<file path="config.mk">
export PLATFORM = sky130hd
export DESIGN_NAME = mouse_receiver_flat
export DESIGN_NICKNAME = d
export VERILOG_FILES = /design/src/rtl/mouse_ps2_pkg.sv /design/src/rtl/mouse_receiver_if.sv /design/src/rtl/ps2_line_sync.sv /design/src/rtl/mouse_receiver.sv /design/src/flat_wrapper.sv
export SDC_FILE = /design/constraint.sdc
export NUM_CORES = 1
export LEC_CHECK = 0
export ABC_AREA = 1
export ABC_CLOCK_PERIOD_IN_PS = 1350
export BUFFER_PORTS_ARGS = -buffer_cell sky130_fd_sc_hd__buf_4
export CORE_AREA = 2 2 68 70
export CTS_CLUSTER_SIZE = 12
export DETAILED_ROUTE_END_ITERATION = 10
export DIE_AREA = 0 0 70 72
export PLACE_DENSITY = 0.72
export SYNTH_ARGS = -nofsm -noshare
export SYNTH_HDL_FRONTEND = slang
export SYNTH_SLANG_ARGS = --single-unit
</file>
<file path="constraint.sdc">
create_clock -name CLK -period 1.35 [get_ports CLK]
set_input_delay 0.0675 -clock CLK [delete_from_list [all_inputs] [get_ports CLK]]
set_output_delay 0.0675 -clock CLK [all_outputs]
set_load 0.03 [all_outputs]
</file>
<file path="src/rtl/mouse_ps2_pkg.sv">
// Shared types and constants for the PS/2 mouse receiver.
package mouse_ps2_pkg;

    typedef enum logic [2:0] {
        IDLE        = 3'd0,
        READ_DATA   = 3'd1,
        READ_PARITY = 3'd2,
        READ_STOP   = 3'd3,
        SEND_BYTE   = 3'd4
    } rx_state_e;

    localparam int unsigned BYTE_W         = 8;
    localparam int unsigned ERR_W          = 2;
    localparam int unsigned BIT_CNT_W      = 3;
    localparam int unsigned TIMEOUT_CYCLES = 10000;
    localparam int unsigned TIMEOUT_W      = $clog2(TIMEOUT_CYCLES);
    localparam int unsigned FILTER_LEN     = 8;
    localparam int unsigned FILTER_W       = $clog2(FILTER_LEN);
    localparam int unsigned ERR_PARITY_BIT = 0;
    localparam int unsigned ERR_STOP_BIT   = 1;

    typedef struct packed {
        logic [ERR_W-1:0]  err;
        logic [BYTE_W-1:0] data;
    } rx_result_t;

endpackage

</file>
<file path="src/rtl/mouse_receiver_if.sv">
// Mouse-line inputs and received-byte outputs of the PS/2 receiver.
interface mouse_receiver_if;
    import mouse_ps2_pkg::*;

    logic              CLK_MOUSE_IN;
    logic              DATA_MOUSE_IN;
    logic              READ_ENABLE;
    logic [BYTE_W-1:0] BYTE_READ;
    logic [ERR_W-1:0]  BYTE_ERROR_CODE;
    logic              BYTE_READY;

    modport master (
        output CLK_MOUSE_IN, DATA_MOUSE_IN, READ_ENABLE,
        input  BYTE_READ, BYTE_ERROR_CODE, BYTE_READY
    );

    modport slave (
        input  CLK_MOUSE_IN, DATA_MOUSE_IN, READ_ENABLE,
        output BYTE_READ, BYTE_ERROR_CODE, BYTE_READY
    );

endinterface

</file>
<file path="src/rtl/ps2_line_sync.sv">
// PS/2 line synchronisers and mouse-clock falling-edge detector.
// Optional clock glitch filter enabled by MOUSE_RECEIVER_GLITCH_FILTER_EN.
module ps2_line_sync
    import mouse_ps2_pkg::*;
(
    input  logic clk,
    input  logic rst_n,
    input  logic clk_raw,
    input  logic data_raw,
    output logic data_sync,
    output logic fall_edge_c
);

    logic [1:0] clk_sync_q, clk_sync_d;
    logic [1:0] data_sync_q, data_sync_d;
    logic       prev_q, prev_d;
    logic       clk_cur;

    always_comb begin
        clk_sync_d  = {clk_sync_q[0], clk_raw};
        data_sync_d = {data_sync_q[0], data_raw};
    end

`ifdef MOUSE_RECEIVER_GLITCH_FILTER_EN
    logic                filt_q, filt_d;
    logic [FILTER_W-1:0] fcnt_q, fcnt_d;

    // Adopt a new clock level only after FILTER_LEN consecutive differing samples.
    always_comb begin
        filt_d = filt_q;
        fcnt_d = '0;
        if (clk_sync_q[1] != filt_q) begin
            if (fcnt_q == FILTER_W'(FILTER_LEN - 1)) begin
                filt_d = clk_sync_q[1];
            end else begin
                fcnt_d = fcnt_q + 1'b1;
            end
        end
    end

    always_ff @(posedge clk or negedge rst_n) begin
        if (!rst_n) begin
            filt_q <= 1'b1;
            fcnt_q <= '0;
        end else begin
            filt_q <= filt_d;
            fcnt_q <= fcnt_d;
        end
    end

    assign clk_cur = filt_q;
`else
    assign clk_cur = clk_sync_q[1];
`endif

    always_comb begin
        prev_d = clk_cur;
    end

    always_ff @(posedge clk or negedge rst_n) begin
        if (!rst_n) begin
            clk_sync_q  <= 2'b11;
            data_sync_q <= 2'b11;
            prev_q      <= 1'b1;
        end else begin
            clk_sync_q  <= clk_sync_d;
            data_sync_q <= data_sync_d;
            prev_q      <= prev_d;
        end
    end

    assign data_sync   = data_sync_q[1];
    assign fall_edge_c = prev_q & ~clk_cur;

endmodule

</file>
<file path="src/rtl/mouse_receiver.sv">
// PS/2 mouse byte receiver: frame FSM, data shifter, bit and timeout counters.
module mouse_receiver
    import mouse_ps2_pkg::*;
(
    input  logic             CLK,
    input  logic             RESET,
    mouse_receiver_if.slave  bus
);

    logic data_sync;
    logic fall_edge_c;

    ps2_line_sync u_sync (
        .clk         (CLK),
        .rst_n       (RESET),
        .clk_raw     (bus.CLK_MOUSE_IN),
        .data_raw    (bus.DATA_MOUSE_IN),
        .data_sync   (data_sync),
        .fall_edge_c (fall_edge_c)
    );

    rx_state_e            state_q, state_d;
    logic [BYTE_W-1:0]    shift_q, shift_d;
    logic [BIT_CNT_W-1:0] bit_cnt_q, bit_cnt_d;
    logic [TIMEOUT_W-1:0] tmo_q, tmo_d;
    logic                 parity_err_q, parity_err_d;
    rx_result_t           result_q, result_d;
    logic                 byte_ready_q, byte_ready_d;

    // Next-state, datapath and registered-output logic.
    always_comb begin
        state_d      = state_q;
        shift_d      = shift_q;
        bit_cnt_d    = bit_cnt_q;
        tmo_d        = tmo_q;
        parity_err_d = parity_err_q;
        result_d     = result_q;
        byte_ready_d = 1'b0;

        if (state_q == IDLE || fall_edge_c) begin
            tmo_d = '0;
        end else begin
            tmo_d = tmo_q + 1'b1;
        end

        case (state_q)
            IDLE: begin
                if (fall_edge_c && !data_sync && bus.READ_ENABLE) begin
                    state_d   = READ_DATA;
                    bit_cnt_d = '0;
                end
            end
            READ_DATA: begin
                if (fall_edge_c) begin
                    shift_d   = {data_sync, shift_q[BYTE_W-1:1]};
                    bit_cnt_d = bit_cnt_q + 1'b1;
                    if (bit_cnt_q == BIT_CNT_W'(BYTE_W - 1)) begin
                        state_d = READ_PARITY;
                    end
                end
            end
            READ_PARITY: begin
                if (fall_edge_c) begin
                    parity_err_d = ~(^shift_q ^ data_sync);
                    state_d      = READ_STOP;
                end
            end
            READ_STOP: begin
                // Outputs and the ready pulse land together while in SEND_BYTE.
                if (fall_edge_c) begin
                    result_d.data                    = shift_q;
                    result_d.err[1'(ERR_PARITY_BIT)] = parity_err_q;
                    result_d.err[1'(ERR_STOP_BIT)]   = ~data_sync;
                    byte_ready_d                     = 1'b1;
                    state_d                          = SEND_BYTE;
                end
            end
            SEND_BYTE: begin
                state_d = IDLE;
            end
            default: begin
                state_d = IDLE;
            end
        endcase

        // A falling edge in the same cycle always beats the timeout.
        if (state_q != IDLE && state_q != SEND_BYTE && !fall_edge_c &&
            tmo_q == TIMEOUT_W'(TIMEOUT_CYCLES - 1)) begin
            state_d = IDLE;
            tmo_d   = '0;
        end
    end

    always_ff @(posedge CLK or negedge RESET) begin
        if (!RESET) begin
            state_q      <= IDLE;
            shift_q      <= '0;
            bit_cnt_q    <= '0;
            tmo_q        <= '0;
            parity_err_q <= 1'b0;
            result_q     <= '0;
            byte_ready_q <= 1'b0;
        end else begin
            state_q      <= state_d;
            shift_q      <= shift_d;
            bit_cnt_q    <= bit_cnt_d;
            tmo_q        <= tmo_d;
            parity_err_q <= parity_err_d;
            result_q     <= result_d;
            byte_ready_q <= byte_ready_d;
        end
    end

    assign bus.BYTE_READ       = result_q.data;
    assign bus.BYTE_ERROR_CODE = result_q.err;
    assign bus.BYTE_READY      = byte_ready_q;

endmodule

</file>
<file path="src/flat_wrapper.sv">
// flat-port wrapper written by rule: the top's interface ports become plain ports
module mouse_receiver_flat import mouse_ps2_pkg::*;
  (CLK, RESET, bus_CLK_MOUSE_IN, bus_DATA_MOUSE_IN, bus_READ_ENABLE, bus_BYTE_READ, bus_BYTE_ERROR_CODE, bus_BYTE_READY);
  mouse_receiver_if bus_i ();
  input  logic CLK;
  input  logic RESET;
  input wire logic [$bits(bus_i.CLK_MOUSE_IN)-1:0] bus_CLK_MOUSE_IN;
  input wire logic [$bits(bus_i.DATA_MOUSE_IN)-1:0] bus_DATA_MOUSE_IN;
  input wire logic [$bits(bus_i.READ_ENABLE)-1:0] bus_READ_ENABLE;
  output wire logic [$bits(bus_i.BYTE_READ)-1:0] bus_BYTE_READ;
  output wire logic [$bits(bus_i.BYTE_ERROR_CODE)-1:0] bus_BYTE_ERROR_CODE;
  output wire logic [$bits(bus_i.BYTE_READY)-1:0] bus_BYTE_READY;
  assign bus_i.CLK_MOUSE_IN = bus_CLK_MOUSE_IN;
  assign bus_i.DATA_MOUSE_IN = bus_DATA_MOUSE_IN;
  assign bus_i.READ_ENABLE = bus_READ_ENABLE;
  assign bus_BYTE_READ = bus_i.BYTE_READ;
  assign bus_BYTE_ERROR_CODE = bus_i.BYTE_ERROR_CODE;
  assign bus_BYTE_READY = bus_i.BYTE_READY;
  mouse_receiver u_core (.CLK(CLK), .RESET(RESET), .bus(bus_i));
endmodule
</file>
==> results of run 1 <==
cells by family after synthesis:
logic type	synth area share (%)
AO/OA/AOI/OAI	9.13
XOR/XNOR	1.96
adder cells (fa/ha/maj)	1.68
buffers and inverters	7.33
flip-flops	50.7
AND/OR/NAND/NOR	29.2
worst max-delay path by stage:
stage	slack, ps	end
after floorplan	90	u_core.state_q[0]
after global placement	40	u_core.tmo_q[0]
after detailed placement	30	u_core.tmo_q[0]
after CTS	4	u_core.tmo_q[0]
after global routing	-90	u_core.tmo_q[10]
final	5	u_core.tmo_q[12]
metrics by stage:
step / cells / util, % / power (uW) / setup TNS, ps / area, sq um
4_1_cts: 331 / 59.7 / 4570 / 0 / 2550
6_report: 335 / 61.2 / 4660 / 0 / 2610
5_1_grt: 335 / 61.2 / 5010 / -354 / 2610
2_1_floorplan: 252 / - / 3280 / 0 / 2230
3_3_place_gp: 320 / 57.1 / 3710 / 0 / 2430
3_5_place_dp: 320 / 57.1 / 3760 / 0 / 2430
power breakdown:
part	internal [uW]	switching (uW)	leakage (uW)	total, uW
Sequential	1690	257	0.000584	1950
Clock	366	435	0.0000385	801
Combinational	736	1170	0.000634	1910
Total	2790	1860	0.00126	4660
per-layer routing:
metal,track usage (%),share of wire (%),vias to the layer above
met4,6.41,1.5,0
li1,-,-,851
met3,2.92,2.3,7
met1,24.7,52,756
met2,25.3,45,18
met5,0,0,-
repair_timing:
item	in CTS	in global routing
buffers inserted	0	4
gates resized for setup	0	12
setup endpoints to repair	0	18
hold buffers	3	0
endpoints found under the hold margin	42	0
state kept, by name, summed over array words and instances, names as in the netlist:
name	flops
u_core.bus.BYTE_READY	1
u_core.shift_q	8
u_core.u_sync.data_sync_q	2
u_core.tmo_q	14
u_core.bus.BYTE_READ	8
u_core.bus.BYTE_ERROR_CODE	2
u_core.state_q	3
u_core.bit_cnt_q	3
u_core.u_sync.clk_sync_q	2
u_core.u_sync.prev_q	1
u_core.parity_err_q	1
worst max-delay path: stages (launching register included):
cell and delay [ps]:
dfrtp_1 370, ha_2 190, nand2_2 70, nor2_4 190, nand2_2 100, nor2_4 130, nand2_1 80, nand3_1 70
nor2_1 40
cells in the mapped netlist (all sizes together):
library cell | n | share of area (%)
a21boi | 1 | 0.34
a21oi | 3 | 1.2
ha | 3 | 1.7
nor2 | 27 | 6.6
o21ai | 25 | 7.3
nand3 | 14 | 3.7
nor3b | 3 | 1.2
dfrtp | 40 | 45
o21bai | 1 | 0.34
inv | 38 | 6.4
nand2 | 69 | 12
nand4 | 6 | 1.7
or2 | 1 | 0.28
dfstp | 5 | 5.9
xor2 | 4 | 1.6
xnor2 | 1 | 0.39
buf | 3 | 0.95
nor3 | 8 | 3.2
layout make-up:
cell class | count | area, sq um
clock inverters | 1 | 7.51
fillers | 368 | 1650
multi-input cells | 166 | 970
flip-flops and latches | 45 | 1130
clock buffers | 7 | 76.3
repair buffers | 26 | 215
inverters | 38 | 143
well taps | 52 | 65.1
==> impl_metrics.json, run 1 <==
{
  "synth-seq-cells": 45,
  "ys_types": 31,
  "hold_path_startpoint": "bus_READ_ENABLE",
  "rr_startpoint": "u_core.tmo_q[0]",
  "cp-end-kind": "register",
  "cts_buffers": 5,
  "layout_commonest_cell": "nand2_1",
  "port_buffers": 15,
  "status": "finished, final reports clean",
  "seq_area_frac_synth_pct": 50.7,
  "start_util_pct": 52.4,
  "grt_max_degree": 46,
  "rsz0062_at_grt": "yes",
  "drive_gt1_share_pct": 26.9,
  "antenna_found_initial": 0,
  "avgSynthCellArea_sq_um": 8.87,
  "setup_violations": 0,
  "timing.reg2reg.setup_slack_ps": 5,
  "grt_overflow": 0,
  "grt_first_pass_wirelength_um": 6770,
  "avgViaCountPerCell": 4.87,
  "crit_type": "register to register",
  "final_antenna_net_count": 0,
  "drt_iter0_markers": 70,
  "drc": 0,
  "crit_required_ps": 1540,
  "max-cap-violations": 0,
  "dp_hpwl_um": 2740,
  "critPathArrivalTime_ps": 1530,
  "synthCells": 252,
  "clock_skew_ps": 4.00,
  "core-area_sq_um": 4260,
  "hold_depth": 7,
  "synthToLayoutAreaGrowth_pct": 16.8,
  "htreeDepth": 2,
  "nets": 290,
  "dpl_worst_slack_ps": 27.0,
  "max_freq_ghz": 0.743,
  "first_pass_iters": 5,
  "clk_path_buf_depth": 2,
  "fp.dieH_um": 72,
  "clkLatencyLatePin_ps": 290,
  "cp-start-kind": "register",
  "grt_util_all_layers_pct": 16.8,
  "p_per_area_nw_per_um2": 1780,
  "wire_per_inst_um": 11.8,
  "period_needed_ps": 1350,
  "antennaDiodeCount": 0,
  "syn_nets": 260,
  "vdd_ir_drop_max_mv": 1.04,
  "slew_headroom_pct": 62.9,
  "die_area_sq_um": 5040,
  "whs_ps": 274,
  "startpoint": "u_core.tmo_q[0]",
  "num_rows": 24,
  "routed_wl_um": 3960,
  "clk_pin_slew_worst_paths_ps": 80,
  "cts.sinks": 45,
  "vias": 1632,
  "yosysWarnings": 0,
  "chipWidth_um": 70,
  "r2r-end": "u_core.tmo_q[12]",
  "p_leak_uw": 0.00126,
  "period_share_pct": 99.6,
  "root_buffer": "clkbuf_8",
  "routabilityCongestion": 0.875,
  "worst_slack_ps": 4.95,
  "cts_tree": "built",
  "worst_pin_slew_ps": 556,
  "io_pins": 16,
  "grt_pass1_vias": 1512,
  "rr_worst_depth": 8,
  "syn_area_sq_um": 2230,
  "cp_max_fo": 5,
  "hold_end": "u_core.state_q[1]",
  "maxSlewViolCount": 0,
  "hold_path_class": "input port to register",
  "finalHoldViolCount": 0,
  "final_cell_mix": "62 x nand2_1, 39 x dfrtp_1, 31 x inv_1"
}
(Power assumes the default switching activity.)
==> inputs of run 2 (changes only) <==
--- a/config.mk
+++ b/config.mk
@@ -5,14 +5,14 @@
 export SDC_FILE = /design/constraint.sdc
 export NUM_CORES = 1
 export LEC_CHECK = 0
-export ABC_AREA = 1
 export ABC_CLOCK_PERIOD_IN_PS = 1350
 export BUFFER_PORTS_ARGS = -buffer_cell sky130_fd_sc_hd__buf_4
-export CORE_AREA = 2 2 68 70
-export CTS_CLUSTER_SIZE = 12
+export CORE_AREA = 2 2 65 67
+export CTS_CLUSTER_SIZE = 24
 export DETAILED_ROUTE_END_ITERATION = 10
-export DIE_AREA = 0 0 70 72
-export PLACE_DENSITY = 0.72
+export DIE_AREA = 0 0 67 69
+export PLACE_DENSITY = 0.7
+export SETUP_SLACK_MARGIN = 0.1
 export SYNTH_ARGS = -nofsm -noshare
 export SYNTH_HDL_FRONTEND = slang
 export SYNTH_SLANG_ARGS = --single-unit
==> impl_metrics.json, run 2 <==
{
  "p_leak_uw": 0.00126,
  "io_pins": 16,
  "antenna_found_initial": 0,
  "final_antenna_net_count": 0,
  "synth-compound-area-share_pct": 6.86,
  "grt_overflow": 0,
  "rr_worst_depth": 4,
  "synthTopCellsByCount": "40 x dfrtp_1, 16 x mux2_2, 13 x nor2_1",
  "grt_util_all_layers_pct": 19.4,
  "synth_top_family_by_area": "simple AND/OR/NAND/NOR gates",
  "root_buffer": "clkbuf_8",
  "fp.dieH_um": 69,
  "slew_headroom_pct": 63.1,
  "largest_register_ff_count": 14,
  "synthToLayoutAreaGrowth_pct": 37.3,
  "grt_first_pass_wirelength_um": 6760,
  "drc": 0,
  "synth-adder-area-share_pct": 1.92,
  "maxSlewViolCount": 0,
  "dp_hpwl_um": 2550,
  "yosysWarnings": 0,
  "first_pass_iters": 4,
  "vdd_ir_drop_max_mv": 1.23,
  "ys_types": 32,
  "layout_commonest_cell": "buf_4",
  "synth-edff-count": 0,
  "start_util_pct": 49.8,
  "status": "finished, violations left",
  "antennaDiodeCount": 0,
  "port_buffers": 15,
  "synth-seq-cells": 45,
  "vias": 1412,
  "period_share_pct": 142,
  "r2r-end": "u_core.tmo_q[1]",
  "clock_skew_ps": 12.9,
  "cp-endpoint": "u_core.tmo_q[1]",
  "clk_pin_slew_worst_paths_ps": 90,
  "regMostFlops": "u_core.tmo_q",
  "cp-end-kind": "register",
  "cts_tree": "built",
  "syn_nets": 166,
  "grt_max_degree": 46,
  "grt_pass1_vias": 1474,
  "drt_iter0_markers": 129,
  "netlist.area_leader.share_pct": 51.3,
  "startpoint": "u_core.tmo_q[11]",
  "final_util_pct": 68.4,
  "synth.area.top_cells": "dfrtp_1 51%, mux2_2 9.2%, dfstp_2 6.7%",
  "routed_wl_um": 4050,
  "stdcell_area_sq_um": 2680,
  "cts.sinks": 45,
  "worst_pin_slew_ps": 554,
  "synth_top_cell_by_area": "dfrtp_1",
  "rsz0062_at_grt": "yes",
  "ys.flop_type": "dfrtp_1",
  "core-area_sq_um": 3910,
  "chipWidth_um": 67,
  "drive_gt1_share_pct": 45.5,
  "avgViaCountPerCell": 5.23,
  "place_area_sq_um": 2360,
  "max_freq_ghz": 0.523,
  "hold_path_class": "input port to async pin",
  "critPathArrivalTime_ps": 2090,
  "num_rows": 23,
  "nets": 227,
  "crit_type": "register to register",
  "yosysMostFrequentCell": "dfrtp_1",
  "timing.reg2reg.setup_slack_ps": -560,
  "cts_buffers": 5,
  "failed_checks": "negative setup slack",
  "ys_async_sr_fraction_pct": 100,
  "max-cap-violations": 0,
  "finalHoldViolCount": 0,
  "avgSynthCellArea_sq_um": 12.3,
  "synthCells": 158,
  "whs_ps": 289,
  "yosys.area_share.simple_pct": 13.3,
  "syn_area_sq_um": 1950,
  "yosys.area_share.xor_xnor_pct": 8.34,
  "worst_slack_ps": -563,
  "clkLatencyLatePin_ps": 300,
  "synth.area.mux_share_pct": 9.24,
  "routabilityCongestion": 0.821,
  "rr_startpoint": "u_core.tmo_q[11]",
  "die_area_sq_um": 4620,
  "cp-start-kind": "register",
  "htreeDepth": 2,
  "cp_max_fo": 7,
  "seq_area_frac_synth_pct": 58.1,
  "wire_per_inst_um": 15.0,
  "final_cell_mix": "47 x buf_4, 40 x dfrtp_1, 14 x mux2_2",
  "period_needed_ps": 1910,
  "crit_required_ps": 1520,
  "setup_violations": 39,
  "p_per_area_nw_per_um2": 1480,
  "clk_path_buf_depth": 2
}
-- run 2: layer usage --
metal | vias to the layer above | track usage (%) | wire length, um
li1 | 681 | - | -
met1 | 698 | 22.3 | 1620
met2 | 24 | 33.3 | 2210
met3 | 9 | 5.06 | 109
met4 | 0 | 7.94 | 99
met5 | - | 0 | 0
-- run 2: report_power, final --
part | total [uW] | switching, uW | internal [uW] | leakage, uW
sequential | 1750 | 182 | 1570 | 0.000595
clock | 1040 | 440 | 603 | 0.0000585
combinational | 1180 | 486 | 694 | 0.000605
-- run 2: layout make-up --
| cell class | instances | area (sq um) |
|---|---|---|
| Tap cell | 50 | 62.6 |
| Clock inverter | 1 | 30.0 |
| Clock buffer | 7 | 86.3 |
| Fill cell | 304 | 1230 |
| Multi-Input combinational cell | 105 | 876 |
| Inverter | 5 | 21.3 |
| Sequential cell | 45 | 1130 |
| Timing Repair Buffer | 57 | 470 |
-- run 2: worst max-delay path, cell delays in order (launching register included) --
cell and delay, ps:
dfrtp_1 390, or4b_4 530, or4_4 610, o311ai_4 160, nor2_1 100
-- run 2: worst min-delay path by stage --
stage,to,depth (start not counted)
after floorplan,u_core.bit_cnt_q[0],0
after global placement,u_core.tmo_q[11],1
after detailed placement,u_core.tmo_q[11],1
after CTS,u_core.tmo_q[11],2
after global routing,u_core.state_q[0],4
final,u_core.tmo_q[11],2
-- run 2: logic make-up (layout without fill, tap and decap cells) --
family | after synthesis | count (layout)
mux | 16 | 16
flops | 45 | 45
fa+ha+maj | 3 | 3
buf+inv | 9 | 70
xor+xnor | 17 | 17
compound gates | 18 | 19
simple gates | 50 | 50
-- run 2: what timing repair did --
item,4_1_cts,5_1_grt
hold buffers,3,0
hold endpoints to repair,42,0
resized for setup,11,17
pin swaps,7,9
endpoints found under the setup margin,38,40
cloned,2,0
setup buffers,6,5
-- run 2: metrics by stage --
step                      total power (uW)  std cells  worst slack [ps]  setup TNS, ps
after floorplan                       2490        158              -548          -8960
after global placement                2780        249              -573         -10550
after detailed placement              2830        249              -598         -10970
after CTS                             3940        267              -537         -11670
after global routing                  4200        270              -613         -14290
final                                 3970        270              -563         -12360
==> inputs of run 3 (changes only) <==
--- a/config.mk
+++ b/config.mk
@@ -15,4 +15,5 @@
 export SETUP_SLACK_MARGIN = 0.1
 export SYNTH_ARGS = -nofsm -noshare
 export SYNTH_HDL_FRONTEND = slang
+export SYNTH_HIERARCHICAL = 1
 export SYNTH_SLANG_ARGS = --single-unit
==> impl_metrics.json, run 3 <==
{
  "r2r-end": "u_core/tmo_q[3]",
  "intPower_uw": 3170,
  "num_rows": 23,
  "crit_type": "register to register",
  "place_area_sq_um": 2400,
  "layout_commonest_cell": "buf_4",
  "crit_family": "simple AND/OR/NAND/NOR gates",
  "final_cell_mix": "43 x buf_4, 40 x dfrtp_1, 18 x nor2_1",
  "clock_skew_ps": 10.5,
  "grt_overflow": 0,
  "syn_nets": 181,
  "final_antenna_net_count": 0,
  "timing.reg2reg.setup_slack_ps": -370,
  "ys_async_sr_fraction_pct": 100,
  "period_share_pct": 128,
  "synth-edff-count": 0,
  "fp.dieH_um": 69,
  "vdd_ir_drop_max_mv": 0.734,
  "antenna_found_initial": 0,
  "avgViaCountPerCell": 5.17,
  "worst_slack_ps": -372,
  "grt_use_met1_pct": 23.0,
  "htreeDepth": 2,
  "grt_use_met3_pct": 6.36,
  "clk_path_buf_depth": 2,
  "synthToLayoutAreaGrowth_pct": 39.7,
  "synthTopCellsByCount": "40 x dfrtp_1, 33 x nand2_1, 20 x nor2_1",
  "routed_wl_um": 4280,
  "startpoint": "u_core/tmo_q[12]",
  "slew_headroom_pct": 62.7,
  "failed_checks": "negative setup slack",
  "synthCells": 173,
  "max-cap-violations": 0,
  "routabilityCongestion": 0.762,
  "grt.busiest_layer": "met2",
  "setup_violations": 38,
  "power.switching_uw": 1600,
  "drt_iter0_markers": 55,
  "regMostFlops": "u_core/tmo_q",
  "rr_worst_depth": 4,
  "grt_first_pass_wirelength_um": 7360,
  "p_total_uw": 4770,
  "drc": 0,
  "crit_path_max_incr_delay_ps": 580,
  "dp_hpwl_um": 2760,
  "finalHoldViolCount": 0,
  "synth_top_cell_by_area": "dfrtp_1",
  "avgSynthCellArea_sq_um": 11.3,
  "ys_types": 33,
  "cp-end-kind": "register",
  "io_pins": 16,
  "start_util_pct": 49.8,
  "cp-start-kind": "register",
  "path_buf_inv": 1,
  "synth.area.top_cells": "dfrtp_1 51%, dfstp_2 6.7%, nand2_1 6.4%",
  "critPathArrivalTime_ps": 1910,
  "first_pass_iters": 4,
  "netlist.area_leader.share_pct": 51.3,
  "grt_max_degree": 46,
  "crit_required_ps": 1540,
  "wire_per_inst_um": 15.2,
  "clkLatencyLatePin_ps": 300,
  "whs_ps": 290,
  "root_buffer": "clkbuf_8",
  "status": "finished, violations left",
  "p_leak_uw": 0.00130,
  "yosysMostFrequentCell": "dfrtp_1",
  "rsz0062_at_grt": "yes",
  "pwr-share-comb_pct": 42.2,
  "port_buffers": 15,
  "max_freq_ghz": 0.581,
  "met2_usage_pct": 37.7,
  "period_needed_ps": 1720,
  "p_per_area_nw_per_um2": 1750,
  "cp_cell_sequence": "or4_4 -> o41ai_4 -> buf_6 -> nor2_1",
  "syn_area_sq_um": 1950,
  "critPathSlowestCell": "or4_4",
  "p_clk_share_pct": 16.9,
  "yosysWarnings": 6,
  "drive_gt1_share_pct": 47.0,
  "cts_tree": "built",
  "cp_max_fo": 13,
  "rr_startpoint": "u_core/tmo_q[12]",
  "p_sw_share_pct": 33.5,
  "path_depth": 4,
  "cts.sinks": 45,
  "clk_pin_slew_worst_paths_ps": 80,
  "grt_pass1_vias": 1625,
  "hold_path_class": "input port to async pin",
  "worst_pin_slew_ps": 560,
  "cts_buffers": 5,
  "nets": 239,
  "cp-endpoint": "u_core/tmo_q[3]",
  "core-area_sq_um": 3910,
  "synth-seq-cells": 45,
  "seq_area_frac_synth_pct": 58.1,
  "dpl_worst_slack_ps": -445,
  "grt_util_all_layers_pct": 21.3,
  "die_area_sq_um": 4620,
  "seqPwrFrac_pct": 40.9,
  "stdcell_area_sq_um": 2720,
  "vias": 1458,
  "largest_register_ff_count": 14,
  "ys.flop_type": "dfrtp_1",
  "antennaDiodeCount": 0,
  "chipWidth_um": 67,
  "maxSlewViolCount": 0
}
==> run 3: cell types whose count changed in the layout (fill, tap and decap cells not counted), sizes merged, moves of 4 or more <==
| cell | before | now |
|---|---|---|
| mux2 | 16 | 10 |
| nand2 | 11 | 33 |
| nor2 | 13 | 20 |
| nor3 | 2 | 7 |
| o21ai | 6 | 2 |
==> run 3: worst reg2reg max path, delay by kind of cell (launching register included) <==
family	cells	cell delay (ps)
simple gates	2	640
compound gates	1	400
flops	1	380
buf+inv	1	200
==> run 3: power groups by stage <==
stage / clock network, uW / logic [uW] / registers (uW)
final: 804 / 2010 / 1950
after global routing: 916 / 2190 / 1990
after CTS: 835 / 1940 / 1920
after detailed placement: 0 / 1790 / 1930
after global placement: 0 / 1720 / 1910
after floorplan: 0 / 980 / 2110
==> run 3: final cells by class <==
cell class	instances	area (sq um)
Fill cell	285	1190
Timing Repair Buffer	55	480
Tap cell	50	62.6
Inverter	5	23.8
Multi-Input combinational cell	119	941
Clock inverter	2	10.0
Clock buffer	6	72.6
Sequential cell	45	1130
==> run 3: what timing repair did <==
| action | 4_1_cts | 5_1_grt |
|---|---|---|
| hold endpoints to repair | 42 | 0 |
| buffers inserted | 3 | 3 |
| hold buffers | 3 | 0 |
| gates cloned | 2 | 0 |
| setup endpoints to repair | 40 | 40 |
| pin swaps | 17 | 10 |
| gates resized for setup | 29 | 21 |
==> run 3: cells by family after synthesis <==
group,after synthesis,share of synthesized area (%)
AOI/OAI and AO/OA,9,4.17
xor gates and xnor gates,19,9.24
adders and majority gates,3,1.93
buffers and inverters,9,2.18
DFF,45,58.1
muxes,10,5.78
and+or+nand+nor,78,18.6
==> run 3: worst min path at each step <==
stage	start	endpoint	slack [ps]	depth (start not counted)
floorplan	RESET	u_core/bit_cnt_q[0]	-230	0
global placement	RESET	u_core/bit_cnt_q[1]	80	1
detailed placement	RESET	u_core/bit_cnt_q[2]	90	1
CTS	RESET	u_core/bit_cnt_q[2]	300	2
global route	RESET	u_core/state_q[1]	330	2
finish	RESET	u_core/bit_cnt_q[0]	290	2
==> run 3: routing by layer <==
| metal | vias up | part of all wire [%] |
|---|---|---|
| met1 | 739 | 39 |
| met4 | 0 | 1.8 |
| li1 | 691 | - |
| met5 | - | 0 |
| met3 | 6 | 3.1 |
| met2 | 22 | 56 |
==> run 3: stage by stage <==
step                setup TNS, ps  utilization [%]  std cells
floorplan                   -7180                -        173
global placement            -8770             61.4        266
detailed placement         -10950             61.4        266
CTS                        -10910             67.7        281
global route               -12410             69.6        282
finish                     -10150             69.6        282
